File: src/rtl/w_load_sequencer_pkg.sv
// Shared definitions for the W load sequencer: state encoding and default widths.
package w_load_sequencer_pkg;

  localparam int unsigned WIDTH_DEF = 5;  // W data / w_output width
  localparam int unsigned CNT_W_DEF = 4;  // load-count field width
  localparam int unsigned GAP_DEF   = 2;  // idle cycles after each load_w pulse

  typedef enum logic [2:0] {
    S_IDLE  = 3'd0,
    S_LOAD  = 3'd1,
    S_GAP   = 3'd2,
    S_CHECK = 3'd3,
    S_DONE  = 3'd4
  } state_e;

endpackage

File: src/rtl/w_load_sequencer_if.sv
// Command / counter-side bus of the W load sequencer.
//   start, num_loads, init_w : command from the MCU control logic
//   w_output                 : feedback from the W counter
//   load_w, w_data           : load strobe and data towards the counter
//   busy, done, mismatch     : status back to the control logic
// master = control/counter side, slave = sequencer.
interface w_load_sequencer_if
  import w_load_sequencer_pkg::*;
#(
  parameter int unsigned WIDTH = WIDTH_DEF,
  parameter int unsigned CNT_W = CNT_W_DEF
);

  logic             start;
  logic [CNT_W-1:0] num_loads;
  logic [WIDTH-1:0] init_w;
  logic [WIDTH-1:0] w_output;
  logic             load_w;
  logic [WIDTH-1:0] w_data;
  logic             busy;
  logic             done;
  logic             mismatch;

  modport master (
    output start, num_loads, init_w, w_output,
    input  load_w, w_data, busy, done, mismatch
  );

  modport slave (
    input  start, num_loads, init_w, w_output,
    output load_w, w_data, busy, done, mismatch
  );

endinterface

File: src/rtl/w_gap_timer.sv
// Loadable down-counter timing the idle interval after each load pulse.
//   clk, rst_n : clock, async active-low reset
//   load       : reload the counter with LOAD_VAL
//   en         : count down by one (saturates at zero)
//   expired_c  : counter is at zero (combinational)
module w_gap_timer #(
  parameter int unsigned W        = 1,
  parameter int unsigned LOAD_VAL = 1
) (
  input  logic clk,
  input  logic rst_n,
  input  logic load,
  input  logic en,
  output logic expired_c
);

  logic [W-1:0] cnt_q, cnt_d;

  // Load wins over count; counting stops at zero.
  always_comb begin
    cnt_d = cnt_q;
    if (load) begin
      cnt_d = W'(LOAD_VAL);
    end else if (en && (cnt_q != '0)) begin
      cnt_d = cnt_q - W'(1);
    end
  end

  always_ff @(posedge clk or negedge rst_n) begin
    if (!rst_n) begin
      cnt_q <= '0;
    end else begin
      cnt_q <= cnt_d;
    end
  end

  assign expired_c = (cnt_q == '0);

endmodule

File: src/rtl/w_load_sequencer.sv
// Issues a burst of num_loads load_w strobes (data init_w, init_w+1, ...)
// spaced by GAP idle cycles, then checks that the counter's w_output equals
// the last loaded value and pulses done with the mismatch result.
//   clk   : system clock
//   reset : async active-low reset
//   bus   : command / counter bus (slave side), all outputs registered
module w_load_sequencer
  import w_load_sequencer_pkg::*;
#(
  parameter int unsigned WIDTH = WIDTH_DEF,
  parameter int unsigned CNT_W = CNT_W_DEF,
  parameter int unsigned GAP   = GAP_DEF
) (
  input  logic                  clk,
  input  logic                  reset,
  w_load_sequencer_if.slave     bus
);

  // Timer holds GAP-1 down to 0, i.e. GAP cycles in the GAP state.
  localparam int unsigned GAP_W = (GAP > 1) ? $clog2(GAP) : 1;

  state_e           state_q, state_d;
  logic [CNT_W-1:0] num_loads_q, num_loads_d;
  logic [CNT_W-1:0] k_q, k_d;
  logic [WIDTH-1:0] init_w_q, init_w_d;
  logic [WIDTH-1:0] w_data_q, w_data_d;
  logic             load_w_q, load_w_d;
  logic             busy_q, busy_d;
  logic             done_q, done_d;
  logic             mismatch_q, mismatch_d;

  logic gap_expired_c;
  logic gap_done_c;
  logic last_c;

  w_gap_timer #(
    .W        (GAP_W),
    .LOAD_VAL (GAP - 1)
  ) u_gap_timer (
    .clk       (clk),
    .rst_n     (reset),
    .load      (state_q == S_LOAD),
    .en        (state_q == S_GAP),
    .expired_c (gap_expired_c)
  );

  assign gap_done_c = (state_q == S_GAP) && gap_expired_c;
  // Compare against num_loads-1 so k never has to reach num_loads (15 fits).
  assign last_c     = (k_q == (num_loads_q - CNT_W'(1)));

  // State register.
  always_ff @(posedge clk or negedge reset) begin
    if (!reset) begin
      state_q <= S_IDLE;
    end else begin
      state_q <= state_d;
    end
  end

  // Next-state logic.
  always_comb begin
    state_d = state_q;
    case (state_q)
      S_IDLE: begin
        if (bus.start) begin
          state_d = (bus.num_loads != '0) ? S_LOAD : S_DONE;
        end
      end
      S_LOAD:  state_d = S_GAP;
      S_GAP: begin
        if (gap_done_c) begin
          state_d = last_c ? S_CHECK : S_LOAD;
        end
      end
      S_CHECK: state_d = S_DONE;
      S_DONE:  state_d = S_IDLE;
      default: state_d = S_IDLE;
    endcase
  end

  // Output / datapath next values; strobes follow the state being entered.
  always_comb begin
    num_loads_d = num_loads_q;
    init_w_d    = init_w_q;
    k_d         = k_q;
    w_data_d    = w_data_q;
    mismatch_d  = mismatch_q;
    load_w_d    = (state_d == S_LOAD);
    busy_d      = (state_d == S_LOAD) || (state_d == S_GAP) || (state_d == S_CHECK);
    done_d      = (state_d == S_DONE);
    case (state_q)
      S_IDLE: begin
        if (bus.start) begin
          num_loads_d = bus.num_loads;
          init_w_d    = bus.init_w;
          k_d         = '0;
          mismatch_d  = 1'b0;
          if (bus.num_loads != '0) begin
            w_data_d = bus.init_w;
          end
        end
      end
      S_GAP: begin
        if (gap_done_c && !last_c) begin
          k_d      = k_q + CNT_W'(1);
          w_data_d = init_w_q + WIDTH'(k_d);  // wraps modulo 2^WIDTH
        end
      end
      S_CHECK: mismatch_d = (bus.w_output != w_data_q);
      default: ;
    endcase
  end

  // Datapath and output registers.
  always_ff @(posedge clk or negedge reset) begin
    if (!reset) begin
      num_loads_q <= '0;
      init_w_q    <= '0;
      k_q         <= '0;
      w_data_q    <= '0;
      load_w_q    <= 1'b0;
      busy_q      <= 1'b0;
      done_q      <= 1'b0;
      mismatch_q  <= 1'b0;
    end else begin
      num_loads_q <= num_loads_d;
      init_w_q    <= init_w_d;
      k_q         <= k_d;
      w_data_q    <= w_data_d;
      load_w_q    <= load_w_d;
      busy_q      <= busy_d;
      done_q      <= done_d;
      mismatch_q  <= mismatch_d;
    end
  end

  assign bus.load_w   = load_w_q;
  assign bus.w_data   = w_data_q;
  assign bus.busy     = busy_q;
  assign bus.done     = done_q;
  assign bus.mismatch = mismatch_q;

endmodule

File: src/flat_wrapper.sv
// flat-port wrapper written by rule: the top's interface ports become plain ports
module w_load_sequencer_flat import w_load_sequencer_pkg::*;
#(
  parameter int unsigned WIDTH = WIDTH_DEF,
  parameter int unsigned CNT_W = CNT_W_DEF,
  parameter int unsigned GAP   = GAP_DEF
)
  (clk, reset, bus_start, bus_num_loads, bus_init_w, bus_w_output, bus_load_w, bus_w_data, bus_busy, bus_done, bus_mismatch);
  w_load_sequencer_if #(.WIDTH(WIDTH), .CNT_W(CNT_W)) bus_i ();
  input  logic clk;
  input  logic reset;
  input wire logic [$bits(bus_i.start)-1:0] bus_start;
  input wire logic [$bits(bus_i.num_loads)-1:0] bus_num_loads;
  input wire logic [$bits(bus_i.init_w)-1:0] bus_init_w;
  input wire logic [$bits(bus_i.w_output)-1:0] bus_w_output;
  output wire logic [$bits(bus_i.load_w)-1:0] bus_load_w;
  output wire logic [$bits(bus_i.w_data)-1:0] bus_w_data;
  output wire logic [$bits(bus_i.busy)-1:0] bus_busy;
  output wire logic [$bits(bus_i.done)-1:0] bus_done;
  output wire logic [$bits(bus_i.mismatch)-1:0] bus_mismatch;
  assign bus_i.start = bus_start;
  assign bus_i.num_loads = bus_num_loads;
  assign bus_i.init_w = bus_init_w;
  assign bus_i.w_output = bus_w_output;
  assign bus_load_w = bus_i.load_w;
  assign bus_w_data = bus_i.w_data;
  assign bus_busy = bus_i.busy;
  assign bus_done = bus_i.done;
  assign bus_mismatch = bus_i.mismatch;
  w_load_sequencer #(.WIDTH(WIDTH), .CNT_W(CNT_W), .GAP(GAP)) u_core (.clk(clk), .reset(reset), .bus(bus_i));
endmodule
File: config.mk
export PLATFORM = sky130hd
export DESIGN_NAME = w_load_sequencer_flat
export DESIGN_NICKNAME = d
export VERILOG_FILES = /design/src/rtl/w_load_sequencer_pkg.sv /design/src/rtl/w_load_sequencer_if.sv /design/src/rtl/w_gap_timer.sv /design/src/rtl/w_load_sequencer.sv /design/src/flat_wrapper.sv
export SDC_FILE = /design/constraint.sdc
export NUM_CORES = 1
export LEC_CHECK = 0
export ABC_CLOCK_PERIOD_IN_PS = 2000
export BUFFER_PORTS_ARGS = -buffer_cell sky130_fd_sc_hd__buf_4
export CAP_MARGIN = 25
export CORE_ASPECT_RATIO = 1.1
export CORE_MARGIN = 4
export CORE_UTILIZATION = 49
export DETAILED_ROUTE_END_ITERATION = 8
export PLACE_DENSITY_LB_ADDON = 0.1
export SLEW_MARGIN = 0
export SYNTH_ARGS = -nofsm -noshare
export SYNTH_HDL_FRONTEND = slang
export SYNTH_SLANG_ARGS = --single-unit
File: constraint.sdc
create_clock -name clk -period 2 [get_ports clk]
set_input_delay 0.2 -clock clk [delete_from_list [all_inputs] [get_ports clk]]
set_output_delay 0.2 -clock clk [all_outputs]
set_load 0.01 [all_outputs]
==> key figures, run 1 <==
Die
  • Chip Height: 65.6 um
  • Die width: 60.3 um
  • Initial Util: 52.2%
  • Core area: 0.00283 mm^2
  • Row count: 20
  • Die ar.: between 0.003 and 0.004 mm^2
  • I/O pin count: 26

Min path
  • Worst hold path depth: 3
  • HP Class: in2reg
  • Hold path startpoint: bus_num_loads[1]

Worst setup path
  • Worst Path Arrival: 2.20 ns
  • Startpoint types: flip-flop
  • Worst EP required: 2.22 ns
  • Slowest-stage cell, CP: dfrtp_2
  • CP cell instances: ha_4 > fa_2 > a21o_1 > a21oi_2 > xor2_1 > o21ai_1 > mux2_4
  • Critical Path Source: u_core.k_q[0]
  • RR Startpoint: u_core.k_q[0]
  • Crit Path Class: reg2reg
  • Crit path max fanout: 3
  • CP peak stage delay: ~0.46 ns
  • Reg2reg path depth: 7
  • CP Capture Type: flip-flop

Cells and area
  • Design Area, Final: between 0.0015 and 0.002 mm^2
  • Final Util: 65.1%
  • Syn-to-layout area delta: 24.7%
  • Commonest non-fill, non-tap cell in the layout: buf_4
  • Final std cells w/o fill: 193
  • Share of layout cells above drive strength 1: approximately 40%
  • # diodes: 0
  • Most frequent cells in the layout: 35 x buf_4, 25 x dfrtp_1, 10 x o21ai_0, 8 x xor2_1
  • Nets: about 190

Yosys
  • Post-synth EDFFs: 0
  • Post-Syn Area: 0.00148 mm^2
  • Syn Area/Cell: 11.9 um^2
  • Top FF cell, synth: dfrtp_1
  • Sequential share of the synthesized area: 44.1%
  • Yosys reg bits: 26
  • Async set-reset flop share out of synthesis: 100%
  • Post-synthesis cell type count: 34
  • Post-Synthesis Cells: 124
  • Synth Warn #: 0
  • Syn Nets: approximately 150

Power and ir drop
  • Gate power share: 55.7%
  • Clock share of power: 12.1%
  • Power Internal: between 1.5 and 2 mW
  • Reg power frac: between 30% and 40%
  • PD cells: between 1500 and 2000 mW/mm^2
  • Switching fraction of total power: 36.6%
  • Worst-case vdd ir drop: 0.965 mV
  • Net Sw Power: 1.08 mW
  • Static leakage power: 0.906 nW
  • Total power: 2.95 mW

Routing
  • Final wirelength: approximately 2700 um
  • Routed len/inst: about 14 um
  • Vias: between 1000 and 1500
  • First-pass DRT Iterations: 3
  • # DRC: 0
  • Detail Route Antenna Nets: 0
  • Vias per std cell: about 5.2
  • Iter 0 DRT Violations: 10

Timing
  • Setup TNS: 0 ns
  • Final Hold Viols: 0
  • Slew at the pin with the worst max-slew slack: 0.405 ns
  • F_max: 0.504 GHz
  • Worst Skew: 0.00100 ns
  • Final setup fails: 0
  • Slew margin rel.: 73.0%
  • Fin. max-slew vios: 0
  • RSZ-0062 raised after global routing: yes
  • Final hold slack: 0.0836 ns
  • Min cycle time layout: 1.98 ns
  • Period utilization: between 90 and 100%
  • Final setup margin: roughly 0.016 ns

Place
  • Hpwl dp: 2180 um
  • Placement Setup Slack: -0.00732 ns
  • DP Cell Count: 188
  • RePlAce Congestion: 0.732
  • Count of input and output buffers: 25
  • Placed Area: between 0.0015 and 0.002 mm^2

Global routing
  • Total Routing Usage GR: 15.2%
  • Gr ovfl total: 0
  • Initial antenna violation count: 0
  • Vias in the first global route: 1045
  • Global-route wire length before repair: 4620 um
  • Largest net degree at the start of global routing: 27

Outcome
  • Status: finished, final reports clean

Clocking
  • Post-CTS setup buffers: 0
  • Clk slew on worst S/H paths: between 0.1 and 0.15 ns
  • CTS root buffer: clkbuf_4
  • CTS Buf Count: 3
  • TritonCTS clock tree: yes
  • H-tree levels: 1
  • Clk sinks: 26
  • Maximum clock path buffer count: 2
  • Clock Latency Late Sink: 0.32 ns

Job
  • Maximum capacitance violations: 0
worst max-delay path, delay by kind of cell (launching register included):
kind	cells	cell delay, ns
fa+ha+maj	2	0.62
flops	1	0.46
compound gates	3	0.40
mux	1	0.27
xor+xnor	1	0.14
power by group through the flow:
stage	clock (mW)	sequential (mW)	combinational, mW
floorplan	0	0.983	1.11
global placement	0	0.948	1.59
detailed placement	0	0.963	1.64
CTS	0.363	0.952	1.66
global route	0.384	0.978	1.82
finish	0.358	0.949	1.65
synth_stat cells (all sizes together) (2+ instances only):
library cell,number,share of area (%)
xor2,8,4.7
nand3b,2,1.0
a21oi,3,1.0
xnor2,7,4.2
buf,3,1.4
nand2,6,2.6
and3,2,0.93
a21o,4,2.0
nor3,5,1.7
ha,6,5.1
nor2,5,1.8
nand3,3,1.4
nor4,2,0.85
mux2i,2,1.4
mux2,14,12
inv,5,1.3
o21ai,12,4.8
dfrtp,26,44
path summary, 6_finish.rpt:
kind	end	slack (ns)
min in group asynchronous	u_core.bus.load_w	0.30
worst max register to register	u_core.bus.w_data[4]	0.02
worst min register to register	u_core.init_w_q[0]	0.53
worst min-delay path	u_core.num_loads_q[1]	0.08
max in group asynchronous	u_core.k_q[0]	1.43
worst max-delay path	u_core.bus.w_data[4]	0.02
flip-flops by register name (all words and copies together), names as in the netlist:
signal	flops
u_core.u_gap_timer.cnt_q	1
u_core.state_q	3
u_core.bus.mismatch	1
u_core.bus.done	1
u_core.init_w_q	5
u_core.bus.busy	1
u_core.bus.load_w	1
u_core.bus.w_data	5
u_core.num_loads_q	4
u_core.k_q	4
cell families after synthesis:
| kind of cell | after synthesis | synth area share [%] |
|---|---|---|
| compound gates | 20 | 8.39 |
| xor+xnor | 16 | 10.4 |
| fa+ha+maj | 7 | 6.44 |
| buf+inv | 9 | 2.97 |
| flops | 26 | 44.1 |
| mux | 16 | 13.8 |
| simple gates | 30 | 13.9 |
area by class of cell:
cell class,instances,area [um^2]
multi-input combinational,89,805
timing repair buffer,36,273
sequential,26,652
fill,236,986
tap,33,41.3
clock inverter,1,30.0
inverter,5,18.8
clock buffer,3,22.5
layer usage:
metal | global-route usage [%] | vias to the layer above | part of all wire, %
li1 | - | 504 | -
met1 | 19.3 | 482 | 44
met2 | 26.6 | 17 | 50
met3 | 2.55 | 4 | 4.6
met4 | 3.32 | 0 | 0.82
met5 | 0 | - | 0
timing repair:
action	in CTS	in global routing
endpoints found under the hold margin	26	0
hold buffers	1	0
resized for setup	2	1
endpoints found under the setup margin	1	2
pin swaps	4	3
No activity file was read; power rests on OpenSTA's default activity.
==> inputs of run 2 (changes only) <==
- RECOVER_POWER: not set -> 50
==> key figures, run 2 (synthesis results as in run 1) <==
Outcome
  • Status: finished, final reports clean

Routing
  • First-pass DRT Iterations: 4
  • Iter 0 DRT Violations: 10
  • Vias per std cell: around 5.2
  • Detail Route Antenna Nets: 0
  • # DRC: 0
  • Vias: between 1000 and 1500
  • Routed len/inst: 14.0 um
  • Final wirelength: 2700 um

Timing
  • Worst Skew: around 0.00095 ns
  • Slew margin rel.: 9.93%
  • RSZ-0062 raised after global routing: yes
  • Final setup margin: ~0.015 ns
  • Final hold slack: 0.0849 ns
  • Final Hold Viols: 0
  • Slew at the pin with the worst max-slew slack: 1.35 ns
  • Period utilization: 99.2%
  • Setup TNS: 0 ns
  • F_max: 0.504 GHz
  • Min cycle time layout: 1.98 ns
  • Fin. max-slew vios: 0
  • Final setup fails: 0

Worst setup path
  • Worst EP required: between 2 and 2.5 ns
  • Worst r2r dst: u_core.bus.w_data[4]
  • CP Buf/Inv Count: 0
  • Worst Path Arrival: 2.20 ns
  • Worst path depth: 7
  • Reg2reg path depth: 7
  • Crit path max fanout: 3
  • Worst reg2reg setup slack: 0.02 ns
  • CP Capture Type: flip-flop
  • CP cell instances: ha_4 > fa_2 > a21o_1 > a21oi_2 > xor2_1 > o21ai_1 > mux2_4
  • Crit Path Class: reg2reg
  • Cell family with most CP delay: adder cells
  • Slowest-stage cell, CP: dfrtp_2
  • RR Startpoint: u_core.k_q[0]
  • Startpoint types: flip-flop
  • CP peak stage delay: 0.46 ns

Cells and area
  • Most frequent cells in the layout: 31 x buf_4, 25 x dfrtp_1, 10 x o21ai_0, 8 x xor2_1
  • Nets: about 190
  • Design Area, Final: roughly 0.0018 mm^2
  • Share of layout cells above drive strength 1: a little under two fifths
  • Final std cells w/o fill: 193
  • Final Util: 64.6%
  • # diodes: 0
  • Syn-to-layout area delta: 23.7%
  • Commonest non-fill, non-tap cell in the layout: buf_4

Die
  • Core area: 0.00283 mm^2
  • I/O pin count: 26
  • Die width: between 60 and 70 um
  • Row count: 20
  • Die ar.: between 0.003 and 0.004 mm^2
  • Initial Util: between 50 and 60%
  • Chip Height: 65.6 um

Clocking
  • Post-CTS setup buffers: 0
  • Clk slew on worst S/H paths: 0.14 ns
  • Clock Latency Late Sink: slightly above 0.3 ns
  • H-tree levels: 1
  • CTS Buf Count: 3
  • CTS root buffer: clkbuf_4
  • TritonCTS clock tree: yes
  • Clk sinks: 26
  • Maximum clock path buffer count: 2

Min path
  • Worst hold path depth: 3
  • HP Class: in2reg
  • Hold endpoint: u_core.num_loads_q[1]
  • Hold path startpoint: bus_num_loads[1]

Place
  • Placed Area: around 0.0018 mm^2
  • Placement Setup Slack: -0.00732 ns
  • DP Cell Count: 188
  • Count of input and output buffers: 25
  • RePlAce Congestion: 0.732
  • Hpwl dp: 2180 um

Global routing
  • Largest net degree at the start of global routing: 27
  • Gr ovfl total: 0
  • Initial antenna violation count: 0
  • Total Routing Usage GR: between 10% and 20%
  • Global-route wire length before repair: 4620 um
  • Vias in the first global route: ~1000

Power and ir drop
  • PD cells: approximately 1600 mW/mm^2
  • Static leakage power: 0.890 nW
  • Total power: ~2.9 mW
  • Worst-case vdd ir drop: 0.966 mV

Job
  • Maximum capacitance violations: 0
[run 2: worst max-delay path by stage]
stage / from / to / slack (ns)
after CTS: u_core.k_q[1] / u_core.bus.w_data[4] / 0.008
after detailed placement: u_core.k_q[0] / u_core.bus.w_data[4] / -0.007
after global placement: u_core.k_q[0] / u_core.bus.w_data[4] / 0.04
after global routing: u_core.k_q[0] / u_core.bus.w_data[4] / -0.08
final: u_core.k_q[0] / u_core.bus.w_data[4] / 0.02
after floorplan: u_core.k_q[0] / u_core.bus.w_data[4] / 0.03
[run 2: power by group]
group,leakage [nW],internal (mW),switching (mW)
Sequential,0.321,0.761,0.188
Combinational,0.542,0.893,0.738
Clock,0.0279,0.203,0.155
Total,0.890,1.86,1.08
[run 2: timing repair]
action | CTS | global route
hold endpoints to repair | 26 | 0
resized for setup | 2 | 1
endpoints found under the setup margin | 1 | 2
pin swaps | 4 | 3
hold buffers | 1 | 0
[run 2: layer usage]
metal	wire length [um]	global-route usage, %	up-vias	share of wire, %
li1	-	-	505	-
met5	0	0	-	0
met3	128	2.55	4	4.7
met4	22	3.32	0	0.82
met2	1350	26.6	19	50
met1	1200	19.3	483	45
[run 2: worst reg2reg max path: stages (launching register included)]
cell and delay, ns:
dfrtp_2 0.46, ha_4 0.26, fa_2 0.36, a21o_1 0.20, a21oi_2 0.12, xor2_1 0.14
o21ai_1 0.08, mux2_4 0.27
[run 2: area by class of cell]
type,instances,area [um^2]
clock buffer,3,22.5
clock inverter,1,30.0
fill,238,1000
inverter,5,18.8
multi-input combinational,89,805
sequential,26,652
tap,33,41.3
timing repair buffer,36,258
==> inputs of run 3 (changes only) <==
- CORE_UTILIZATION: 49 -> 40
==> key figures, run 3 (synthesis results as in run 1) <==
Timing
  • Final setup margin: -0.0116 ns
  • Slew margin rel.: under 10%
  • Final hold slack: 0.0786 ns
  • Fin. max-slew vios: 0
  • Final Hold Viols: 0
  • Period utilization: 101%
  • Min cycle time layout: between 2 and 2.5 ns
  • F_max: 0.497 GHz
  • Worst Skew: 0.00316 ns
  • Final setup fails: 1
  • RSZ-0062 raised after global routing: yes
  • Slew at the pin with the worst max-slew slack: about 1.4 ns

Outcome
  • Status: complete, but fails checks
  • Violated checks: setup timing

Power and ir drop
  • Gate power share: 58.2%
  • Reg power frac: 32.5%
  • Net Sw Power: 1.10 mW
  • PD cells: 1560 mW/mm^2
  • Total power: 2.89 mW
  • Switching fraction of total power: 37.9%
  • Clock share of power: 9.3%
  • Power Internal: 1.80 mW
  • Worst-case vdd ir drop: 0.570 mV
  • Static leakage power: 0.898 nW

Worst setup path
  • Worst Path Arrival: 2.24 ns
  • Crit path max fanout: 3
  • Cell family with most CP delay: adder cells
  • CP Capture Type: flip-flop
  • Crit Path Class: reg2reg
  • Slowest-stage cell, CP: dfrtp_1
  • CP peak stage delay: approximately 0.43 ns
  • Worst EP required: 2.23 ns
  • CP Buf/Inv Count: 0
  • CP cell instances: ha_4 > fa_2 > a21o_1 > a21oi_2 > xor2_1 > o21ai_1 > mux2_4
  • Startpoint types: flip-flop
  • Worst reg2reg setup slack: -0.01 ns

Min path
  • HP Class: in2reg

Cells and area
  • Most frequent cells in the layout: 34 x buf_4, 25 x dfrtp_1, 10 x o21ai_0, 8 x xor2_1
  • Share of layout cells above drive strength 1: 38.7%
  • Commonest non-fill, non-tap cell in the layout: buf_4
  • Multi-input gate area in the final layout: a little over 800 um^2
  • Sequential cell area: 652 um^2
  • Syn-to-layout area delta: 25.9%
  • # fillers: 310
  • Nets: 188
  • # diodes: 0

Job
  • Maximum capacitance violations: 0

Clocking
  • Clock Latency Late Sink: 0.32 ns
  • TritonCTS clock tree: yes
  • H-tree levels: 1
  • Clk slew on worst S/H paths: 0.14 ns
  • CTS Buf Count: 3
  • CTS root buffer: clkbuf_4
  • Clk sinks: 26
  • Maximum clock path buffer count: 2

Place
  • Count of input and output buffers: 25
  • RePlAce Congestion: between 0.7 and 0.8
  • Hpwl dp: roughly 2100 um

Global routing
  • Initial antenna violation count: 0
  • Gr ovfl total: 0
  • Global-route wire length before repair: 4740 um
  • Largest net degree at the start of global routing: 27
  • Vias in the first global route: 1024
  • Total Routing Usage GR: between 10% and 20%

Routing
  • Vias: 1031
  • First-pass DRT Iterations: 4
  • # DRC: 0
  • Iter 0 DRT Violations: 24
  • Final wirelength: 2830 um
  • Vias per std cell: 4.89
  • Routed len/inst: 13.4 um
  • Detail Route Antenna Nets: 0

Die
  • I/O pin count: 26
  • Die width: 65.9 um
  • Row count: 22
  • Chip Height: slightly above 70 um
  • Core area: 0.00344 mm^2
  • Die ar.: about 0.0047 mm^2
  • Initial Util: 42.9%
## run 3: changes by cell type in the layout (fill, tap and decap cells not counted), sizes merged
cell | previous run | this run
bufinv | 1 | 0
clkbuf | 7 | 8
buf | 31 | 34
## run 3: layer usage
metal	global-route usage (%)	part of all wire [%]
met1	17.1	46
met4	4.15	0.99
met5	0	0
met2	20.8	48
met3	2.66	5.3
## run 3: area by class of cell
cell class | instances | share of cell area, %
Sequential cell | 26 | 35.1
Inverter | 5 | 1.01
Multi-Input combinational cell | 89 | 43.7
Clock buffer | 4 | 1.95
Timing Repair Buffer | 39 | 15.1
Tap cell | 48 | 3.23
## run 3: worst min-delay path, cell delays in order
cell     delay [ns]
buf_4          0.08
nand2_1        0.03
o21ai_0        0.06
## run 3: final timing paths
path	from	end	depth (start not counted)
worst min register to register	u_core.init_w_q[0]	u_core.init_w_q[0]	1
worst max-delay path	u_core.k_q[1]	u_core.bus.w_data[4]	7
worst max register to register	u_core.k_q[1]	u_core.bus.w_data[4]	7
max in group asynchronous	reset	u_core.k_q[0]	2
min in group asynchronous	reset	u_core.bus.w_data[0]	2
worst min-delay path	bus_num_loads[1]	u_core.num_loads_q[1]	3
## run 3: power groups by stage
| stage | Clock [mW] | Sequential [mW] | Combinational (mW) |
|---|---|---|---|
| final | 0.269 | 0.941 | 1.68 |
| after global routing | 0.301 | 0.973 | 1.87 |
| after CTS | 0.282 | 0.949 | 1.65 |
| after detailed placement | 0 | 0.963 | 1.60 |
| after global placement | 0 | 0.950 | 1.57 |
| after floorplan | 0 | 0.983 | 1.11 |
## run 3: repair_timing
action	CTS	global route
setup endpoints to repair	1	6
buffers inserted	1	3
pin swaps	6	5
hold buffers	1	0
endpoints found under the hold margin	26	0
resized for setup	3	1
## run 3: through the flow
step                      setup WS (ns)  TNS (ns)  instance area [um^2]  utilization [%]  instances
after floorplan                  0.0326         0                  1490                -        124
after CTS                      0.000398         0                  1840             53.6        208
after global placement           0.0156         0                  1780             51.8        202
after global routing             -0.104    -0.186                  1860             54.0        211
final                           -0.0116   -0.0116                  1860             54.0        211
after detailed placement        -0.0711   -0.0711                  1780             51.8        202
